**src/rtl/cam_pkg.sv**
```systemverilog
// Shared definitions for the CAM write-address selector.
package cam_pkg;

  localparam int CAM_ADDR_W = 5;

  // Number of CAM entries addressed by an address of the given width.
  function automatic int cam_depth(input int addr_width);
    return 1 << addr_width;
  endfunction

  // One write request as seen by the selector.
  typedef struct packed {
    logic                  is_auto;
    logic [CAM_ADDR_W-1:0] addr;
  } cam_req_t;

endpackage

```
**src/rtl/cam_wr_sel_if.sv**
```systemverilog
// Request, invalidate, select and status signals between the tag-insert
// logic (master) and the CAM write-address selector (slave).
interface cam_wr_sel_if
  import cam_pkg::*;
#(
  parameter int ADDR_WIDTH = CAM_ADDR_W
) ();

  localparam int CAM_DEPTH = cam_depth(ADDR_WIDTH);

  logic                  req_valid;
  logic                  req_ready;
  logic                  req_auto;
  logic [ADDR_WIDTH-1:0] req_addr;

  logic                  inv_valid;
  logic [ADDR_WIDTH-1:0] inv_addr;
  logic                  flush;

  logic                  sel_valid;
  logic                  sel_ready;
  logic [CAM_DEPTH-1:0]  sel_onehot;
  logic [ADDR_WIDTH-1:0] sel_addr;
  logic                  sel_evict;

  logic [CAM_DEPTH-1:0]  occupied;
  logic [ADDR_WIDTH:0]   used_count;
  logic                  full;

  modport master (
    output req_valid, req_auto, req_addr, inv_valid, inv_addr, flush, sel_ready,
    input  req_ready, sel_valid, sel_onehot, sel_addr, sel_evict,
           occupied, used_count, full
  );

  modport slave (
    input  req_valid, req_auto, req_addr, inv_valid, inv_addr, flush, sel_ready,
    output req_ready, sel_valid, sel_onehot, sel_addr, sel_evict,
           occupied, used_count, full
  );

endinterface

```
**src/rtl/cam_prio_enc.sv**
```systemverilog
// Lowest-set-bit finder: returns the index of the lowest set bit in vec
// and whether any bit was set at all.
module cam_prio_enc #(
  parameter int WIDTH = 32,
  parameter int IDX_W = 5
) (
  input  logic [WIDTH-1:0] vec,
  output logic [IDX_W-1:0] idx,
  output logic             found
);

  // Scan high to low so the lowest set bit is the last one written.
  always_comb begin
    idx   = '0;
    found = 1'b0;
    for (int i = WIDTH - 1; i >= 0; i--) begin
      if (vec[i]) begin
        idx   = IDX_W'(i);
        found = 1'b1;
      end
    end
  end

endmodule

```
**src/rtl/cam_wr_sel.sv**
```systemverilog
// Registered write-address selector for the parser CAM.
// Accepts explicit or auto-allocated writes, tracks per-entry occupancy and
// presents a one-hot select plus binary address one cycle after acceptance.
// Build option CAM_WR_SEL_FIRST_FREE_EN: auto requests take the lowest free
// entry and stall while full; otherwise auto requests use a ring pointer and
// may overwrite occupied entries (flagged by sel_evict).
module cam_wr_sel
  import cam_pkg::*;
#(
  parameter int ADDR_WIDTH = CAM_ADDR_W
) (
  input logic         clk,
  input logic         rst,
  cam_wr_sel_if.slave bus
);

  localparam int CAM_DEPTH = cam_depth(ADDR_WIDTH);
  localparam logic [ADDR_WIDTH:0] DEPTH_CNT = {1'b1, {ADDR_WIDTH{1'b0}}};
  localparam logic [ADDR_WIDTH:0] CNT_ONE   = {{ADDR_WIDTH{1'b0}}, 1'b1};

  cam_req_t req;

  logic                  sel_valid_q;
  logic [ADDR_WIDTH-1:0] sel_addr_q;
  logic [CAM_DEPTH-1:0]  sel_onehot_q;
  logic                  sel_evict_q;

  logic [CAM_DEPTH-1:0]  occ_q;
  logic [CAM_DEPTH-1:0]  occ_d;
  logic [ADDR_WIDTH:0]   cnt_q;
  logic [ADDR_WIDTH:0]   cnt_d;
  logic                  full_q;

  logic                  auto_block;
  logic [ADDR_WIDTH-1:0] auto_target;
  logic [ADDR_WIDTH-1:0] target;
  logic [CAM_DEPTH-1:0]  target_onehot;
  logic                  ready;
  logic                  accept;
  logic                  prior_occ;
  logic                  inv_dec;

  // Bundle the incoming request fields.
  always_comb begin
    req         = '0;
    req.is_auto = bus.req_auto;
    req.addr    = bus.req_addr;
  end

`ifdef CAM_WR_SEL_FIRST_FREE_EN
  logic [ADDR_WIDTH-1:0] free_idx;
  logic                  free_found;

  cam_prio_enc #(
    .WIDTH (CAM_DEPTH),
    .IDX_W (ADDR_WIDTH)
  ) u_free_enc (
    .vec   (~occ_q),
    .idx   (free_idx),
    .found (free_found)
  );

  // full_q and !free_found agree; both are kept so a stale count can never
  // let an auto write land on an occupied entry.
  assign auto_block  = req.is_auto && (full_q || !free_found);
  assign auto_target = free_idx;
`else
  logic [ADDR_WIDTH-1:0] wr_ptr_q;

  assign auto_block  = 1'b0;
  assign auto_target = wr_ptr_q;

  // Ring pointer: advances only on accepted auto requests, wraps naturally.
  always_ff @(posedge clk) begin
    if (rst || bus.flush) begin
      wr_ptr_q <= '0;
    end else if (accept && req.is_auto) begin
      wr_ptr_q <= wr_ptr_q + {{(ADDR_WIDTH-1){1'b0}}, 1'b1};
    end
  end
`endif

  assign ready     = !bus.flush && (!sel_valid_q || bus.sel_ready) && !auto_block;
  assign accept    = bus.req_valid && ready;
  assign target    = req.is_auto ? auto_target : req.addr;
  assign prior_occ = occ_q[target];

  // An invalidate only lowers the count if the entry was set and the same
  // cycle's write is not re-claiming it.
  assign inv_dec = bus.inv_valid && occ_q[bus.inv_addr] &&
                   !(accept && (bus.inv_addr == target));

  // Inline one-hot decode of the write target.
  always_comb begin
    target_onehot         = '0;
    target_onehot[target] = 1'b1;
  end

  // Next occupancy and population: invalidate first, write wins, flush overrides.
  always_comb begin
    occ_d = occ_q;
    cnt_d = cnt_q;
    if (bus.inv_valid) begin
      occ_d[bus.inv_addr] = 1'b0;
    end
    if (accept) begin
      occ_d[target] = 1'b1;
    end
    if (accept && !prior_occ) begin
      cnt_d = cnt_d + CNT_ONE;
    end
    if (inv_dec) begin
      cnt_d = cnt_d - CNT_ONE;
    end
    if (bus.flush) begin
      occ_d = '0;
      cnt_d = '0;
    end
  end

  // Occupancy bitmap, count and full flag registers.
  always_ff @(posedge clk) begin
    if (rst) begin
      occ_q  <= '0;
      cnt_q  <= '0;
      full_q <= 1'b0;
    end else begin
      occ_q  <= occ_d;
      cnt_q  <= cnt_d;
      full_q <= (cnt_d == DEPTH_CNT);
    end
  end

  // Single-slot output stage; cleared fields keep sel_onehot zero when idle.
  always_ff @(posedge clk) begin
    if (rst || bus.flush) begin
      sel_valid_q  <= 1'b0;
      sel_addr_q   <= '0;
      sel_onehot_q <= '0;
      sel_evict_q  <= 1'b0;
    end else if (accept) begin
      sel_valid_q  <= 1'b1;
      sel_addr_q   <= target;
      sel_onehot_q <= target_onehot;
      sel_evict_q  <= prior_occ;
    end else if (sel_valid_q && bus.sel_ready) begin
      sel_valid_q  <= 1'b0;
      sel_addr_q   <= '0;
      sel_onehot_q <= '0;
      sel_evict_q  <= 1'b0;
    end
  end

  assign bus.req_ready  = ready;
  assign bus.sel_valid  = sel_valid_q;
  assign bus.sel_addr   = sel_addr_q;
  assign bus.sel_onehot = sel_onehot_q;
  assign bus.sel_evict  = sel_evict_q;
  assign bus.occupied   = occ_q;
  assign bus.used_count = cnt_q;
  assign bus.full       = full_q;

endmodule
```
**src/flat_wrapper.sv**
```systemverilog
// flat-port wrapper written by rule: the top's interface ports become plain ports
module cam_wr_sel_flat import cam_pkg::*;
#(
  parameter int ADDR_WIDTH = CAM_ADDR_W
)
  (clk, rst, bus_req_valid, bus_req_auto, bus_req_addr, bus_inv_valid, bus_inv_addr, bus_flush, bus_sel_ready, bus_req_ready, bus_sel_valid, bus_sel_onehot, bus_sel_addr, bus_sel_evict, bus_occupied, bus_used_count, bus_full);
  cam_wr_sel_if #(.ADDR_WIDTH(ADDR_WIDTH)) bus_i ();
  input logic clk;
  input logic rst;
  input wire logic [$bits(bus_i.req_valid)-1:0] bus_req_valid;
  input wire logic [$bits(bus_i.req_auto)-1:0] bus_req_auto;
  input wire logic [$bits(bus_i.req_addr)-1:0] bus_req_addr;
  input wire logic [$bits(bus_i.inv_valid)-1:0] bus_inv_valid;
  input wire logic [$bits(bus_i.inv_addr)-1:0] bus_inv_addr;
  input wire logic [$bits(bus_i.flush)-1:0] bus_flush;
  input wire logic [$bits(bus_i.sel_ready)-1:0] bus_sel_ready;
  output wire logic [$bits(bus_i.req_ready)-1:0] bus_req_ready;
  output wire logic [$bits(bus_i.sel_valid)-1:0] bus_sel_valid;
  output wire logic [$bits(bus_i.sel_onehot)-1:0] bus_sel_onehot;
  output wire logic [$bits(bus_i.sel_addr)-1:0] bus_sel_addr;
  output wire logic [$bits(bus_i.sel_evict)-1:0] bus_sel_evict;
  output wire logic [$bits(bus_i.occupied)-1:0] bus_occupied;
  output wire logic [$bits(bus_i.used_count)-1:0] bus_used_count;
  output wire logic [$bits(bus_i.full)-1:0] bus_full;
  assign bus_i.req_valid = bus_req_valid;
  assign bus_i.req_auto = bus_req_auto;
  assign bus_i.req_addr = bus_req_addr;
  assign bus_i.inv_valid = bus_inv_valid;
  assign bus_i.inv_addr = bus_inv_addr;
  assign bus_i.flush = bus_flush;
  assign bus_i.sel_ready = bus_sel_ready;
  assign bus_req_ready = bus_i.req_ready;
  assign bus_sel_valid = bus_i.sel_valid;
  assign bus_sel_onehot = bus_i.sel_onehot;
  assign bus_sel_addr = bus_i.sel_addr;
  assign bus_sel_evict = bus_i.sel_evict;
  assign bus_occupied = bus_i.occupied;
  assign bus_used_count = bus_i.used_count;
  assign bus_full = bus_i.full;
  cam_wr_sel #(.ADDR_WIDTH(ADDR_WIDTH)) u_core (.clk(clk), .rst(rst), .bus(bus_i));
endmodule
```
**config.mk**
```make
export PLATFORM = sky130hd
export DESIGN_NAME = cam_wr_sel_flat
export DESIGN_NICKNAME = d
export VERILOG_FILES = /design/src/rtl/cam_pkg.sv /design/src/rtl/cam_wr_sel_if.sv /design/src/rtl/cam_prio_enc.sv /design/src/rtl/cam_wr_sel.sv /design/src/flat_wrapper.sv
export SDC_FILE = /design/constraint.sdc
export NUM_CORES = 1
export LEC_CHECK = 0
export ABC_AREA = 1
export CAP_MARGIN = 15
export CORE_MARGIN = 8
export CORE_UTILIZATION = 49
export CTS_BUF_LIST = sky130_fd_sc_hd__clkbuf_2
export DETAILED_ROUTE_END_ITERATION = 12
export PLACE_DENSITY = 0.79
export SETUP_SLACK_MARGIN = 0.5
export SKIP_CTS_REPAIR_TIMING = 1
export SLEW_MARGIN = 20
export SYNTH_ARGS = -nofsm -noshare
export SYNTH_HDL_FRONTEND = slang
export SYNTH_SLANG_ARGS = --single-unit
```
**constraint.sdc**
```tcl
create_clock -name clk -period 5.17 [get_ports clk]
set_input_delay 1.034 -clock clk [delete_from_list [all_inputs] [get_ports clk]]
set_output_delay 1.034 -clock clk [all_outputs]
set_load 0.01 [all_outputs]
```
Word-level counts from Yosys, hierarchy flattened
Cells that the tools add are included.

word-level totals
  register bits = 83
  bits of input ports = 17
  output and inout bits = 79
  logic and storage cells = 59

operators by class
  mux-type cells = 21
  reductions and logical operators = 18
  equal/unequal tests = 2
  add/subtract/negate cells = 3
  magnitude comparators = 4
  bitwise gates (word level) = 3

operators by type and width
  cell                                                                                  number
  32-bit 2-to-1 mux                                                                     4
  32-bit AND                                                                            1
  32-bit NOT                                                                            1
  32-bit OR                                                                             1
  6-bit 2-to-1 mux                                                                      3
  5-bit 2-to-1 mux                                                                      3
  5-bit by 6-bit less-than comparator with 1-bit output (second input constant)         2
  1-bit binary-select mux with 5-bit select                                             2
  1-bit demux with 5-bit select                                                         2
  5-bit by 1-bit greater-or-equal comparator with 1-bit output (second input constant)  2
  1-bit logical AND                                                                     10
  1-bit 2-to-1 mux                                                                      7
  6-bit by 1-bit adder with 6-bit output (second input constant)                        1
  6-bit equality test (second input constant)                                           1
  6-bit by 1-bit subtractor with 6-bit output (second input constant)                   1
  5-bit by 1-bit adder with 5-bit output (second input constant)                        1
  5-bit equality test                                                                   1
  1-bit logical NOT                                                                     4
  1-bit logical OR                                                                      2
  2-bit nonzero test                                                                    1
  2-bit OR reduction                                                                    1

Depth between registers and ports, before layout
Gate-level depths: netlist (run 1).

  depth after elaboration = 10
  depth in mapped cells = 22

Worst setup path after synthesis (run 1)
No wires, ideal clock.

  kind = input-to-reg
  from = in bus_req_auto
  to = reg u_core.full_q, in the netlist u_core.bus.full
  library setup time = 0.109 ns
  stages on the path = 20
  data required time = 5.061 ns
  data arrival time = 2.722 ns
  slack = 2.339 ns
  cell sequence = buf_6 inv_4 nand2_8 nand2_4 buf_6 nand2_1 nand2_1 nand2_1 nand2_1 nand2_1 nand2_1 nor2_4 nand3_4 or2_1 nand2_2 nand4_2 nor2_1 nor2_2 nand2_1 inv_1

between the ends
  cells in the longest elaborated chain, start to end = 10
  elaborated cells on any way between the ends = 14

ends and longest elaborated chain
  element                                      RTL line            text
  start: declaration                           flat_wrapper.sv:11  input wire logic [$bits(bus_i.req_auto)-1:0] bus_req_auto;
  5-bit 2-to-1 mux *                           cam_wr_sel.sv:85    assign target = req.is_auto ? auto_target : req.addr;
  1-bit binary-select mux with 5-bit select    cam_wr_sel.sv:86    assign prior_occ = occ_q[target];
  1-bit 2-to-1 mux (implied by the code)       cam_wr_sel.sv:86
  1-bit logical NOT                            cam_wr_sel.sv:109   if (accept && !prior_occ) begin
  1-bit logical AND                            cam_wr_sel.sv:109
  6-bit 2-to-1 mux                             cam_wr_sel.sv:109
  6-bit by 1-bit subtractor with 6-bit output  cam_wr_sel.sv:113   cnt_d = cnt_d - CNT_ONE;
  6-bit 2-to-1 mux *                           cam_wr_sel.sv:112   if (inv_dec) begin
  6-bit 2-to-1 mux *                           cam_wr_sel.sv:115   if (bus.flush) begin
  6-bit equality test *                        cam_wr_sel.sv:130   full_q <= (cnt_d == DEPTH_CNT);
  end signal: assignment                       cam_wr_sel.sv:130
  end: declaration                             cam_wr_sel.sv:32    logic full_q;

Mark *: on every way between the ends. The rest lies on a longest branch, timed or not. The select of a mux whose other input is x is not followed.
A chain may end at the register's enable or synchronous reset.

Worst setup path in the final report (run 1)
Same ends and word-level chain as after synthesis.

==> reports/metrics.yaml, run 1 <==
status: "complete, no violations"
synth-main-ff-cell: "dfxtp_1"
synth_top_cell_by_area: "dfxtp_1"
slew_violations: 0
syn_avg_cell_area_um2: 6.963
ys_types: 33
cp-start-kind: "input port"
r2r_start: "u_core.bus.sel_valid$_SDFFE_PP0P_"
fin_crit_ns: 3.360
power.share.clock_pct: 36.1
routabilityCongestion: 0.9822
cp-startpoint: "bus_req_auto"
yosys-top-cells-count: "nand2_1, dfxtp_1, a21oi_1, o21ai_0, inv_1"
drc_errors: 0
drtPass1Iterations: 6
h-tree-depth: 3
synth_edf_count: 0
p_total_mw: 1.207
dieArea_mm2: 0.01129
grt_pass1_wl_um: 21410
die_h_um: 106.2
initial_core_util_pct: 49.56
worst_setup_path_end_kind: "register"
fin_ws_ns: 1.810
syn_nets: 592
ys_seq_area_share_pct: 41.64
setup_tns_ns: 0
synth-warning-count: 0
worstPathArrival_ns: 3.88
areaGrowthSynthToFinish_pct: 29.38
ant_nets: 0
final_area_mm2: 0.005162
whs_path_depth: 2
track_usage_pct: 23.55
dp_hpwl_um: 9753
rows: 33
path_clk_slew_ns: 0.24
placed_area_mm2: 0.005004
min_period_over_period_pct: 64.99
p_seq_share_pct: 53.7
synthCells: 573
pin_count: 96
crit_type: "input port to register"
required_ns: 5.69
grt_max_degree: 44
clock-root-buffer: "clkbuf_2"
cts_buffer_depth: 2
port_buffers: 95
grt_pass1_vias: 4132
preCtsSetupSlack_ns: 1.219
p_int_mw: 0.8895
cts_tree: "yes"
finalWirelength_um: 13210
wire_per_inst_um: 17.06
grt_overflow: 0
async_flop_share_pct: 0
drive_gt1_share_pct: 7.025
antennaDiodeCount: 0
r2r_slack_ns: 2.64
p_per_area_mw_per_mm2: 233.8
worst-r2r-cell-count: 8
vias_per_cell: 5.553
dieWidth_um: 106.2
worstMarginPinSlew_ns: 0.8746
finalSetupViolCount: 0
nets: 684
power.net_switching_mw: 0.3172
nFillCells: 755
pwr-share-comb_pct: 10.1
hold_class: "register to register"
hold_viol: 0
switching_share_pct: 26.29
hold_ws_ns: 0.4806
power.leakage_nw: 1.943
cts_buffers: 9
netlist_area_mm2: 0.003990
cts.sinks: 83
vias: 4298
ys_ff_latch: 83
r2r_end: "u_core.bus.occupied[16]$_SDFF_PP0_"
cap_violations: 0
fin_worst_skew_ns: 0.03499
clk_latency_ns: 0.55
synth_top_area_share_pct: 41.64
antenna_found_initial: 0
max-slew-margin-rel_pct: 41.48
crit_end: "u_core.bus.full$_SDFF_PP0_"
synthTopCellsByArea: "dfxtp_1, nand2_1, a21oi_1, o21ai_0, inv_1"
rsz0062_at_grt: "false"
dr.first_iter.drc_count: 382
fmax_mhz: 297.6
ir_worst_vdd_uv: 189.6
cp_max_fo: 14
synth_most_common_cell: "nand2_1"
coreArea_mm2: 0.008051
-- final cells by class --
class                           count  area (µm²)  share of cell area [%]
Tap cell                          105       131.4                   2.545
Clock buffer                        9       45.04                  0.8725
Sequential cell                    83        1662                   32.19
Clock inverter                      6       113.9                   2.206
Inverter                           42       160.2                   3.102
Timing Repair Buffer               97       965.9                   18.71
Multi-Input combinational cell    432        2085                   40.38
-- worst max-delay path, cell delays in order --
cell             delay (ns)
clkdlybuf4s50_1        0.65
inv_4                  0.23
nand2_1                0.08
nand2_2                0.25
inv_2                  0.18
nand2_1                0.10
nand2_1                0.06
nand2_1                0.06
nand2_1                0.08
nor2_4                 0.18
nand3_4                0.15
nand2_2                0.10
nand3_2                0.11
nor2_4                 0.15
nand4_2                0.11
nand2_1                0.08
nand2_1                0.05
nor2_2                 0.10
nand2_1                0.05
inv_1                  0.05
-- flip-flops by register name, indices dropped and copies added (netlist names) --
signal and count:
u_core.bus.sel_valid 1, u_core.bus.sel_addr 5, u_core.bus.used_count 6, u_core.bus.sel_onehot 32, u_core.bus.full 1, u_core.auto_target 5, u_core.bus.sel_evict 1, u_core.bus.occupied 32
-- power by group through the flow --
stage	Combinational [mW]	Clock [mW]	Sequential (mW)
global route	0.133	0.470	0.649
floorplan	0.0737	0	0.661
CTS	0.121	0.443	0.648
detailed placement	0.121	0	0.660
global placement	0.118	0	0.660
finish	0.122	0.436	0.648
-- cells by family (layout without fill, tap and decap cells) --
group / after synthesis / after routing / share of synthesized area, %
buf+inv: 58 / 154 / 6.115
compound gates: 140 / 140 / 19.13
fa+ha+maj: 2 / 2 / 0.6271
simple gates: 282 / 282 / 30.73
flops: 83 / 83 / 41.64
xor+xnor: 8 / 8 / 1.756
-- worst min path at each step --
stage / slack, ns / startpoint / end
floorplan: 0.46 / u_core.auto_target[3]$_SDFFE_PP0P_ / u_core.auto_target[4]$_SDFFE_PP0P_
global placement: 0.45 / u_core.bus.sel_onehot[10]$_SDFFE_PP0P_ / u_core.bus.sel_onehot[10]$_SDFFE_PP0P_
detailed placement: 0.46 / u_core.bus.sel_onehot[3]$_SDFFE_PP0P_ / u_core.bus.sel_onehot[3]$_SDFFE_PP0P_
CTS: 0.48 / u_core.bus.sel_addr[0]$_SDFFE_PP0P_ / u_core.bus.sel_addr[0]$_SDFFE_PP0P_
global route: 0.50 / u_core.bus.sel_onehot[16]$_SDFFE_PP0P_ / u_core.bus.sel_onehot[16]$_SDFFE_PP0P_
finish: 0.48 / u_core.bus.sel_onehot[3]$_SDFFE_PP0P_ / u_core.bus.sel_onehot[3]$_SDFFE_PP0P_
-- routing by layer --
layer	GRT usage [%]	up-vias	part of all wire [%]
li1	-	2070	-
met3	7.562	35	9.8
met1	28.46	1974	41
met5	0	-	0
met2	38.43	219	47
met4	8.442	0	2.2
-- through the flow --
step / cells / utilization [%]
after floorplan: 573 / -
after global placement: 759 / 62.14
after detailed placement: 759 / 62.14
after CTS: 774 / 64.12
after global routing: 774 / 64.12
final: 774 / 64.12
-- cell usage in the layout (no fill, tap or decap), drive strengths merged --
master,count
nand2,212
clkdlybuf4s50,95
dfxtp,83
a21oi,83
o21ai,42
inv,42
nor2,31
nand3,18
a22oi,14
nor3,12
clkbuf,9
xor2,8
nand4,7
bufinv,3
clkinv,3
ha,2
buf,2
nor4,1
o22ai,1
or2,1
(Power assumes the default switching activity.)
==> run 2: changes to the inputs <==
clock period = 3.17 ns   (was 5.17 ns; I/O delays follow)
==> reports/metrics.yaml, run 2 (synthesis gave the netlist of run 1 again) <==
status: "complete, no violations"
setup_tns_ns: 0
required_ns: 3.67
power.leakage_nw: 2.130
p_int_mw: 1.475
port_buffers: 95
hold_viol: 0
layout_common_cells: "nand2_1, clkdlybuf4s50_1, dfxtp_1, a21oi_1, o21ai_0"
path_depth: 18
drtPass1Iterations: 5
cp-startpoint: "bus_inv_addr[1]"
p_per_area_mw_per_mm2: 368.3
fmax_mhz: 396.1
whs_path_depth: 2
grt_max_degree: 44
clock-root-buffer: "clkbuf_2"
top_layer: "met4"
cts_buffers: 9
die_h_um: 106.2
p_seq_share_pct: 52.5
dieWidth_um: 106.2
hold_ws_ns: 0.4816
preCtsSetupSlack_ns: -0.07709
p_total_mw: 2.014
ant_nets: 0
rsz0062_at_grt: "false"
path_cells: "clkdlybuf4s50_1 -> inv_1 -> nor2_1 -> buf_4 -> nand2_1 -> nand4_1 -> nand2_1 -> nand2_1 -> nor2_1 -> a21oi_2 -> nand3_4 -> nor2_4 -> nand4_4 -> nand2_1 -> nand2_1 -> nor2_2 -> nand2_1 -> inv_1"
hp-start: "u_core.bus.sel_addr[0]$_SDFFE_PP0P_"
nFillCells: 725
r2r_end: "u_core.bus.full$_SDFF_PP0_"
h-tree-depth: 3
grt_pass1_vias: 4167
dr.first_iter.drc_count: 369
placed_area_mm2: 0.005194
cp_top_family: "simple AND/OR/NAND/NOR gates"
clk_latency_ns: 0.54
drc_errors: 0
wl_met3_um: 1193
fin_ws_ns: 0.6451
power.net_switching_mw: 0.5396
cp-start-kind: "input port"
wl_met2_um: 6374
slew_violations: 0
ir_worst_vdd_uv: 247.8
min_period_over_period_pct: 79.65
dieArea_mm2: 0.01129
areaGrowthSynthToFinish_pct: 37.10
worst_setup_path_end_kind: "register"
wire_per_inst_um: 16.97
finalWirelength_um: 13590
coreArea_mm2: 0.008051
max-slew-margin-rel_pct: 57.62
fin_crit_ns: 2.525
r2r_start: "u_core.auto_target[0]$_SDFFE_PP0P_"
worst-r2r-cell-count: 20
met1Wirelength_um: 5720
antenna_found_initial: 0
path_clk_slew_ns: 0.23
pwr-share-comb_pct: 11.6
cpPeakStageDelay_ns: 0.57
dp_hpwl_um: 9986
finalSetupViolCount: 0
final_common_cell: "nand2_1"
track_usage_pct: 23.02
cp_max_fo: 9
cts.sinks: 83
crit_type: "input port to register"
antennaDiodeCount: 0
crit_end: "u_core.bus.full$_SDFF_PP0_"
cap_violations: 0
switching_share_pct: 26.79
hold_class: "register to register"
final_area_mm2: 0.005470
fin_worst_skew_ns: 0.03732
worstMarginPinSlew_ns: 0.6356
vias: 4446
cts_buffer_depth: 2
power.share.clock_pct: 35.9
rows: 33
cpMostUsedCell: "nand2_1"
drive_gt1_share_pct: 11.21
nets: 711
pin_count: 96
grt_overflow: 0
worstPathArrival_ns: 3.03
cts_tree: "yes"
vias_per_cell: 5.551
initial_core_util_pct: 49.56
routabilityCongestion: 0.9464
slowest_stage: "clkdlybuf4s50_1"
critPathBufInv: 4
grt_pass1_wl_um: 21070
r2r_slack_ns: 0.78
run 2: cell count changes in the layout (fill, tap and decap cells not counted), sizes merged:
cell,change
nand2,+1
nand3,+1
clkbuf,+1
buf,+24
clkdlybuf4s50,-2
dlymetal6s2s,+2
run 2: worst min path at each step:
stage                                                         to  slack (ns)
after floorplan               u_core.auto_target[4]$_SDFFE_PP0P_        0.46
after global placement       u_core.bus.sel_addr[1]$_SDFFE_PP0P_        0.45
after detailed placement  u_core.bus.sel_onehot[21]$_SDFFE_PP0P_        0.46
after CTS                    u_core.bus.sel_addr[3]$_SDFFE_PP0P_        0.48
after global routing      u_core.bus.sel_onehot[15]$_SDFFE_PP0P_        0.50
final                        u_core.bus.sel_addr[0]$_SDFFE_PP0P_        0.48
run 2: routing by layer:
metal	vias up	global-route usage [%]
met5	-	0
met4	0	6.935
met3	34	5.566
met2	217	37.94
met1	2059	29.08
li1	2136	-
run 2: worst register-to-register path, delay by kind of cell, from the launching register on:
kind,cells,cell delay (ns)
DFF,1,0.45
buffers and inverters,2,0.12
and+or+nand+nor,18,1.79
run 2: power by group through the flow:
| stage | Sequential, mW | Clock [mW] | Combinational (mW) |
|---|---|---|---|
| after CTS | 1.06 | 0.734 | 0.216 |
| after floorplan | 1.08 | 0 | 0.120 |
| final | 1.06 | 0.723 | 0.233 |
| after detailed placement | 1.08 | 0 | 0.215 |
| after global routing | 1.06 | 0.774 | 0.251 |
| after global placement | 1.08 | 0 | 0.211 |
run 2: metrics by stage:
stage,utilization [%],instances
after global routing,67.94,801
after global placement,64.51,781
after CTS,66.48,796
final,67.94,801
after detailed placement,64.51,781
after floorplan,-,573
run 2: cell type report:
type                       instances  area (µm²)  share of cell area (%)
timing repair buffer             122        1201                   21.96
clock buffer                       9       45.04                  0.8234
sequential                        83        1663                   30.40
clock inverter                     6       113.9                   2.081
multi-input combinational        434        2156                   39.41
tap                              105       131.4                   2.402
inverter                          42       160.2                   2.928
